--- config.mk ---
export PLATFORM = sky130hd
export DESIGN_NAME = bictr_sweep_ctrl
export DESIGN_NICKNAME = d
export VERILOG_FILES = /design/src/rtl/bictr_pkg.sv /design/src/rtl/bictr_sweep_ctrl.sv
export SDC_FILE = /design/constraint.sdc
export NUM_CORES = 1
export LEC_CHECK = 0
export ABC_CLOCK_PERIOD_IN_PS = 3800
export CAP_MARGIN = 20
export CORE_MARGIN = 2
export CORE_UTILIZATION = 30
export DETAILED_ROUTE_END_ITERATION = 16
export GPL_TIMING_DRIVEN = 0
export HOLD_SLACK_MARGIN = 0.05
export PLACE_DENSITY = 0.65
export SLEW_MARGIN = 20
export SYNTH_ARGS = -nofsm -noshare
export SYNTH_HDL_FRONTEND = slang
export SYNTH_SLANG_ARGS = --single-unit
--- constraint.sdc ---
create_clock -name i_clk -period 3.8 [get_ports i_clk]
set_clock_uncertainty 0.05 [all_clocks]
set_input_delay 0.95 -clock i_clk [delete_from_list [all_inputs] [get_ports i_clk]]
set_output_delay 0.95 -clock i_clk [all_outputs]
set_load 0.01 [all_outputs]
--- src/rtl/bictr_pkg.sv ---
// bictr_pkg
// Shared constants for the bictr sweep controller: controller state encoding
// and sweep mode selectors.
package bictr_pkg;

  localparam logic [2:0] ST_IDLE = 3'd0;  // waiting for start
  localparam logic [2:0] ST_LOAD = 3'd1;  // presetting counter to lo
  localparam logic [2:0] ST_UP   = 3'd2;  // counting up toward hi
  localparam logic [2:0] ST_DOWN = 3'd3;  // counting down toward lo
  localparam logic [2:0] ST_DONE = 3'd4;  // one-cycle completion pulse

  localparam logic MODE_SINGLE   = 1'b0;
  localparam logic MODE_PINGPONG = 1'b1;

endpackage

--- src/rtl/bictr_sweep_ctrl.sv ---
// bictr_sweep_ctrl
// Drives the load/cen/up_dn/data/count_to interface of a dynamic count-to
// up/down counter. A start presets the counter to lo, then sweeps up to hi;
// in ping-pong mode the direction reverses for a programmed number of
// half-sweeps before a single-cycle done pulse.
//
// state | meaning
// IDLE  | waiting for start; bounds and count_to held
// LOAD  | counter preset to latched lo (load low for one cycle)
// UP    | counting toward hi; cen drops on terminal count
// DOWN  | counting toward lo; cen drops on terminal count
// DONE  | done pulse, counter idle, back to IDLE
//
// Ports:
//   i_clk, i_rst_n        clock, asynchronous active-low reset
//   i_start, i_abort      start request (IDLE only), synchronous abort
//   i_mode                0 single up-sweep, 1 ping-pong
//   i_lo, i_hi            unsigned sweep bounds
//   i_nsweep              half-sweeps in ping-pong mode (0 acts as 1)
//   i_tercnt              counter terminal-count flag (count == count_to)
//   o_load                counter preset, active-low
//   o_cen, o_up_dn        counter enable and direction
//   o_data, o_count_to    preset value and current target
//   o_busy, o_done, o_err status; done/err are single-cycle pulses
//   o_sweeps              completed half-sweeps
module bictr_sweep_ctrl
  import bictr_pkg::*;
#(
  parameter int WIDTH = 4,
  parameter int NSW_W = 8
) (
  input  logic             i_clk,
  input  logic             i_rst_n,
  input  logic             i_start,
  input  logic             i_abort,
  input  logic             i_mode,
  input  logic [WIDTH-1:0] i_lo,
  input  logic [WIDTH-1:0] i_hi,
  input  logic [NSW_W-1:0] i_nsweep,
  input  logic             i_tercnt,
  output logic             o_load,
  output logic             o_cen,
  output logic             o_up_dn,
  output logic [WIDTH-1:0] o_data,
  output logic [WIDTH-1:0] o_count_to,
  output logic             o_busy,
  output logic             o_done,
  output logic             o_err,
  output logic [NSW_W-1:0] o_sweeps
);

  logic [2:0]       r_state;
  logic [2:0]       w_next;
  logic [WIDTH-1:0] r_lo;
  logic [WIDTH-1:0] r_hi;
  logic             r_mode;
  logic [NSW_W-1:0] r_nsw;
  logic [NSW_W-1:0] r_sweeps;
  logic             r_err;

  logic             w_idle;
  logic             w_bounds_ok;
  logic [NSW_W-1:0] w_sw_inc;
  logic [NSW_W-1:0] w_nsw_eff;
  logic             w_last;
  logic             w_sweeping;

  assign w_idle      = (r_state == ST_IDLE);
  assign w_bounds_ok = (i_lo < i_hi);
  assign w_sweeping  = (r_state == ST_UP) || (r_state == ST_DOWN);
  assign w_sw_inc    = r_sweeps + {{(NSW_W-1){1'b0}}, 1'b1};
  assign w_nsw_eff   = (r_nsw == '0) ? {{(NSW_W-1){1'b0}}, 1'b1} : r_nsw;
  // Terminate after this half-sweep if single mode or the count is reached.
  assign w_last      = (r_mode == MODE_SINGLE) || (w_sw_inc >= w_nsw_eff);

  // State register
  always_ff @(posedge i_clk or negedge i_rst_n) begin
    if (!i_rst_n) r_state <= ST_IDLE;
    else          r_state <= w_next;
  end

  // Next-state logic
  always_comb begin
    w_next = r_state;
    case (r_state)
      ST_IDLE: if (i_start && w_bounds_ok) w_next = ST_LOAD;
      ST_LOAD: w_next = ST_UP;
      ST_UP:   if (i_tercnt) w_next = w_last ? ST_DONE : ST_DOWN;
      ST_DOWN: if (i_tercnt) w_next = w_last ? ST_DONE : ST_UP;
      ST_DONE: w_next = ST_IDLE;
      default: w_next = ST_IDLE;
    endcase
    if (!w_idle && i_abort) w_next = ST_IDLE;
  end

  // Latched bounds, sweep counter and reject flag
  always_ff @(posedge i_clk or negedge i_rst_n) begin
    if (!i_rst_n) begin
      r_lo     <= '0;
      r_hi     <= '0;
      r_mode   <= MODE_SINGLE;
      r_nsw    <= '0;
      r_sweeps <= '0;
      r_err    <= 1'b0;
    end else begin
      r_err <= w_idle && i_start && !w_bounds_ok;
      if (w_idle && i_start) begin
        // Bounds are latched even on a rejected start so data reflects them.
        r_lo     <= i_lo;
        r_hi     <= i_hi;
        r_mode   <= i_mode;
        r_nsw    <= i_nsweep;
        r_sweeps <= '0;
      end else if (w_sweeping && i_tercnt && !i_abort) begin
        r_sweeps <= w_sw_inc;
      end
    end
  end

  // Output decode
  always_comb begin
    o_load  = 1'b1;
    o_cen   = 1'b0;
    o_up_dn = 1'b1;
    o_done  = 1'b0;
    case (r_state)
      ST_LOAD: o_load = 1'b0;
      // cen gated by tercnt so the counter never steps past a bound.
      ST_UP:   o_cen = !i_tercnt;
      ST_DOWN: begin
        o_up_dn = 1'b0;
        o_cen   = !i_tercnt;
      end
      ST_DONE: o_done = !i_abort;
      default: ;
    endcase
  end

  assign o_data     = r_lo;
  assign o_count_to = (r_state == ST_DOWN) ? r_lo : r_hi;
  assign o_busy     = !w_idle;
  assign o_err      = r_err;
  assign o_sweeps   = r_sweeps;

endmodule
==> impl_metrics.ini, run 1 <==
[clock_tree]
ctsResizeCount = 0
cts_setup_buffers = 0
cts_root_buf = clkbuf_8
ctsHoldBuffers = 0
clock_latency_ns = 0.27
cts_tree = done
clock_sink_count = 29
cts_inserted_buffers = 5
cts.htree.levels = 2
clock_path_buffers = 2
clk_pin_slew_ns = 0.06

[power]
switching_share_pct = 31.4
intPower_w = 0.000736
p_comb_share_pct = 36.1
power.leakage_nw = 0.969
power.density_nw_per_um2 = 483
max-vdd-ir-drop_mv = 0.271
p_seq_share_pct = 40.0
switchingPower_w = 0.000336
p_clk_share_pct = 23.9

[finish]
final_cell_mix = 42 x clkdlybuf4s50_1, 29 x dfrtp_1, 15 x o21ai_0
fillers = 514
drive_above_1_share_pct = 11.8
final_core_util_pct = 42.9
n_antenna_cell = 0
final_nets = 237
multi_input_area_um2 = 816
area_growth_pct = 37.0
final_common_cell = clkdlybuf4s50_1
area.sequential_um2 = 726

[detailed_routing]
routed_via_density = 4.84
dr.first_iter.drc_count = 58
wl_per_cell_um = 13.6
drc = 0
vias = 1322
dr.pass1.iters = 4
antenna_violating_nets_post_route = 0
drt_wl_total_um = 3700

[worst_setup_path]
crit_family = buffers and inverters
cp_max_fo = 10
worstPathRequired_ns = 2.80
r2r-end = r_state[1]$_DFFE_PN0P_
critPathArrivalTime_ns = 2.44
worstSetupStartpointType = primary input
worst-path-buf-inv = 3
crit_top_cell = clkdlybuf4s50_1
endpoint_kind = output pin
crit_type = primary input to output pin
rrSetupSlack_ns = 1.36
r2r_start = o_sweeps[0]$_DFFE_PN0P_
ff2ff_path_depth = 9
critPathMaxStageDelay_ns = 0.57
crit_chain = clkdlybuf4s50_1 -> clkbuf_1 -> nor3b_1 -> clkdlybuf4s50_1
cp_slowest_cell = clkdlybuf4s50_1

[sta]
fmax_ghz = 0.291
maxSlewHeadroom_pct = 54.5
setup_viol = 0
tns_ns = 0
drv_slew = 0
rsz0062_at_grt = no
tightest_slew_ns = 0.682
fin_ws_ns = 0.363
finalHoldViolCount = 0
post-route-min-period_ns = 3.44
min_period_over_period_pct = 90.4

[synth]
syn_area_per_cell_um2 = 10.6
synth_cell_type_count = 37
synth_compound_area_share_pct = 13.1
syn_inst = 153
syn-cell-area_um2 = 1620
synth_seq_area_share_pct = 44.8
synth-edff-count = 0
yosys_most_used_dff = dfrtp_1
yosys.area_share.simple_pct = 15.1
synth_top_family_by_area = simple AND/OR/NAND/NOR gates
synth.net_count = 187
yosys_warnings = 0
synth_fa_ha_area_share_pct = 9.27
synthArstFlopShare_pct = 100
ys_seq_elements = 29
synth_xor_area_share_pct = 3.25
synthMuxAreaShare_pct = 9.74

[grt]
grt_pass1_wl_um = 6130
grt_pass1_vias = 1318
grtUsageTotal_pct = 12.9
overflow = 0
grt_max_degree = 30
antenna_found_initial = 0

[die]
fp.dieH_um = 77.5
core_area_um2 = 5170
start_util_pct = 31.3
rows = 26
die_area_um2 = 6000
io_pins = 44
die-width_um = 77.5

[status]
outcome = finished, final reports clean

[hold_path]
holdCritPathClass = flip-flop to flip-flop
hold_end = r_hi[3]$_DFFE_PN0P_
hp-start = r_hi[3]$_DFFE_PN0P_
min_path_cells = 1

[place]
gp_congestion = 0.759
place_ws_ns = 0.327
dp_hpwl_um = 2770
numPortBuffers = 43

[flow_run]
maxCapViolations = 0
==> worst max path at each step <==
stage	startpoint	end	slack, ns	cells past startpoint
2_1_floorplan	i_tercnt	o_cen	1.34	2
3_3_place_gp	i_tercnt	o_cen	0.31	4
3_5_place_dp	i_tercnt	o_cen	0.33	4
4_1_cts	i_tercnt	o_cen	0.33	4
5_1_grt	i_tercnt	o_cen	0.27	4
6_report	i_tercnt	o_cen	0.36	4
==> sequential cells by signal, indices dropped and copies added, names as in the netlist <==
signal	count
r_state	3
r_mode	1
r_nsw	8
o_data	4
o_err	1
o_sweeps	8
r_hi	4
==> cell usage after synthesis, types with 2 or more instances <==
library cell	n	area share (%)
dfrtp_1	29	45
o21ai_0	15	4.6
inv_1	14	3.2
nand2_1	14	3.2
ha_1	12	9.3
mux2_2	9	6.3
nand3_1	7	2.2
nor2_1	6	1.4
mux2_1	5	3.5
a21oi_1	4	1.2
a32o_1	4	2.5
nor4_1	4	1.5
xnor2_1	3	1.6
xor2_1	3	1.6
nor3b_1	2	0.93
==> stage by stage <==
stage / cells / hold slack, ns / power (W) / cell area (um^2)
3_3_place_gp: 266 / 0.422 / 0.000818 / 2140
5_1_grt: 273 / 0.455 / 0.00116 / 2220
6_report: 273 / 0.434 / 0.00107 / 2220
2_1_floorplan: 153 / 0.402 / 0.000649 / 1620
4_1_cts: 273 / 0.437 / 0.00109 / 2220
3_5_place_dp: 266 / 0.423 / 0.000826 / 2130
==> power groups by stage <==
stage | clock [W] | combinational [W] | sequential (W)
6_report | 0.000256 | 0.000387 | 0.000428
5_1_grt | 0.000284 | 0.000433 | 0.000439
4_1_cts | 0.000265 | 0.000395 | 0.000430
3_5_place_dp | 0 | 0.000391 | 0.000435
3_3_place_gp | 0 | 0.000386 | 0.000433
2_1_floorplan | 0 | 0.000218 | 0.000431
==> area by class of cell <==
type	count	area share, %
inverters	14	2.37
clock buffers	7	3.89
plain buffers	4	1.13
well taps	70	3.95
flip-flops and latches	29	32.7
multi-input cells	106	36.8
repair buffers	43	19.2
==> cells by family after synthesis <==
| logic type | after synthesis |
|---|---|
| xor gates and xnor gates | 6 |
| and+or+nand+nor | 42 |
| DFF | 29 |
| muxes | 14 |
| buffers and inverters | 18 |
| AOI/OAI and AO/OA | 32 |
| adders and majority gates | 12 |
==> worst reg2reg max path, cell delays in order, from the launching register on <==
cell      delay [ns]
dfrtp_1         0.48
ha_1            0.27
nand3_1         0.13
xnor2_1         0.25
ha_1            0.29
o211a_1         0.13
a211oi_1        0.21
a211o_1         0.18
a21oi_1         0.08
nor4_1          0.27
==> layer usage <==
layer / global-route usage (%) / part of all wire (%)
met5: 0 / 0
met4: 3.21 / 0.59
met1: 16.0 / 46
met3: 5.58 / 8.4
met2: 20.7 / 45
Note: power is estimated with default switching activity, not from simulation.
==> run 2: changes to the inputs <==
--- a/config.mk
+++ b/config.mk
@@ -17,3 +17,4 @@
 export SYNTH_ARGS = -nofsm -noshare
 export SYNTH_HDL_FRONTEND = slang
 export SYNTH_SLANG_ARGS = --single-unit
+export TNS_END_PERCENT = 5
==> results of run 2 <==
Final layout, timing and power as in run 1 (identical DEF).
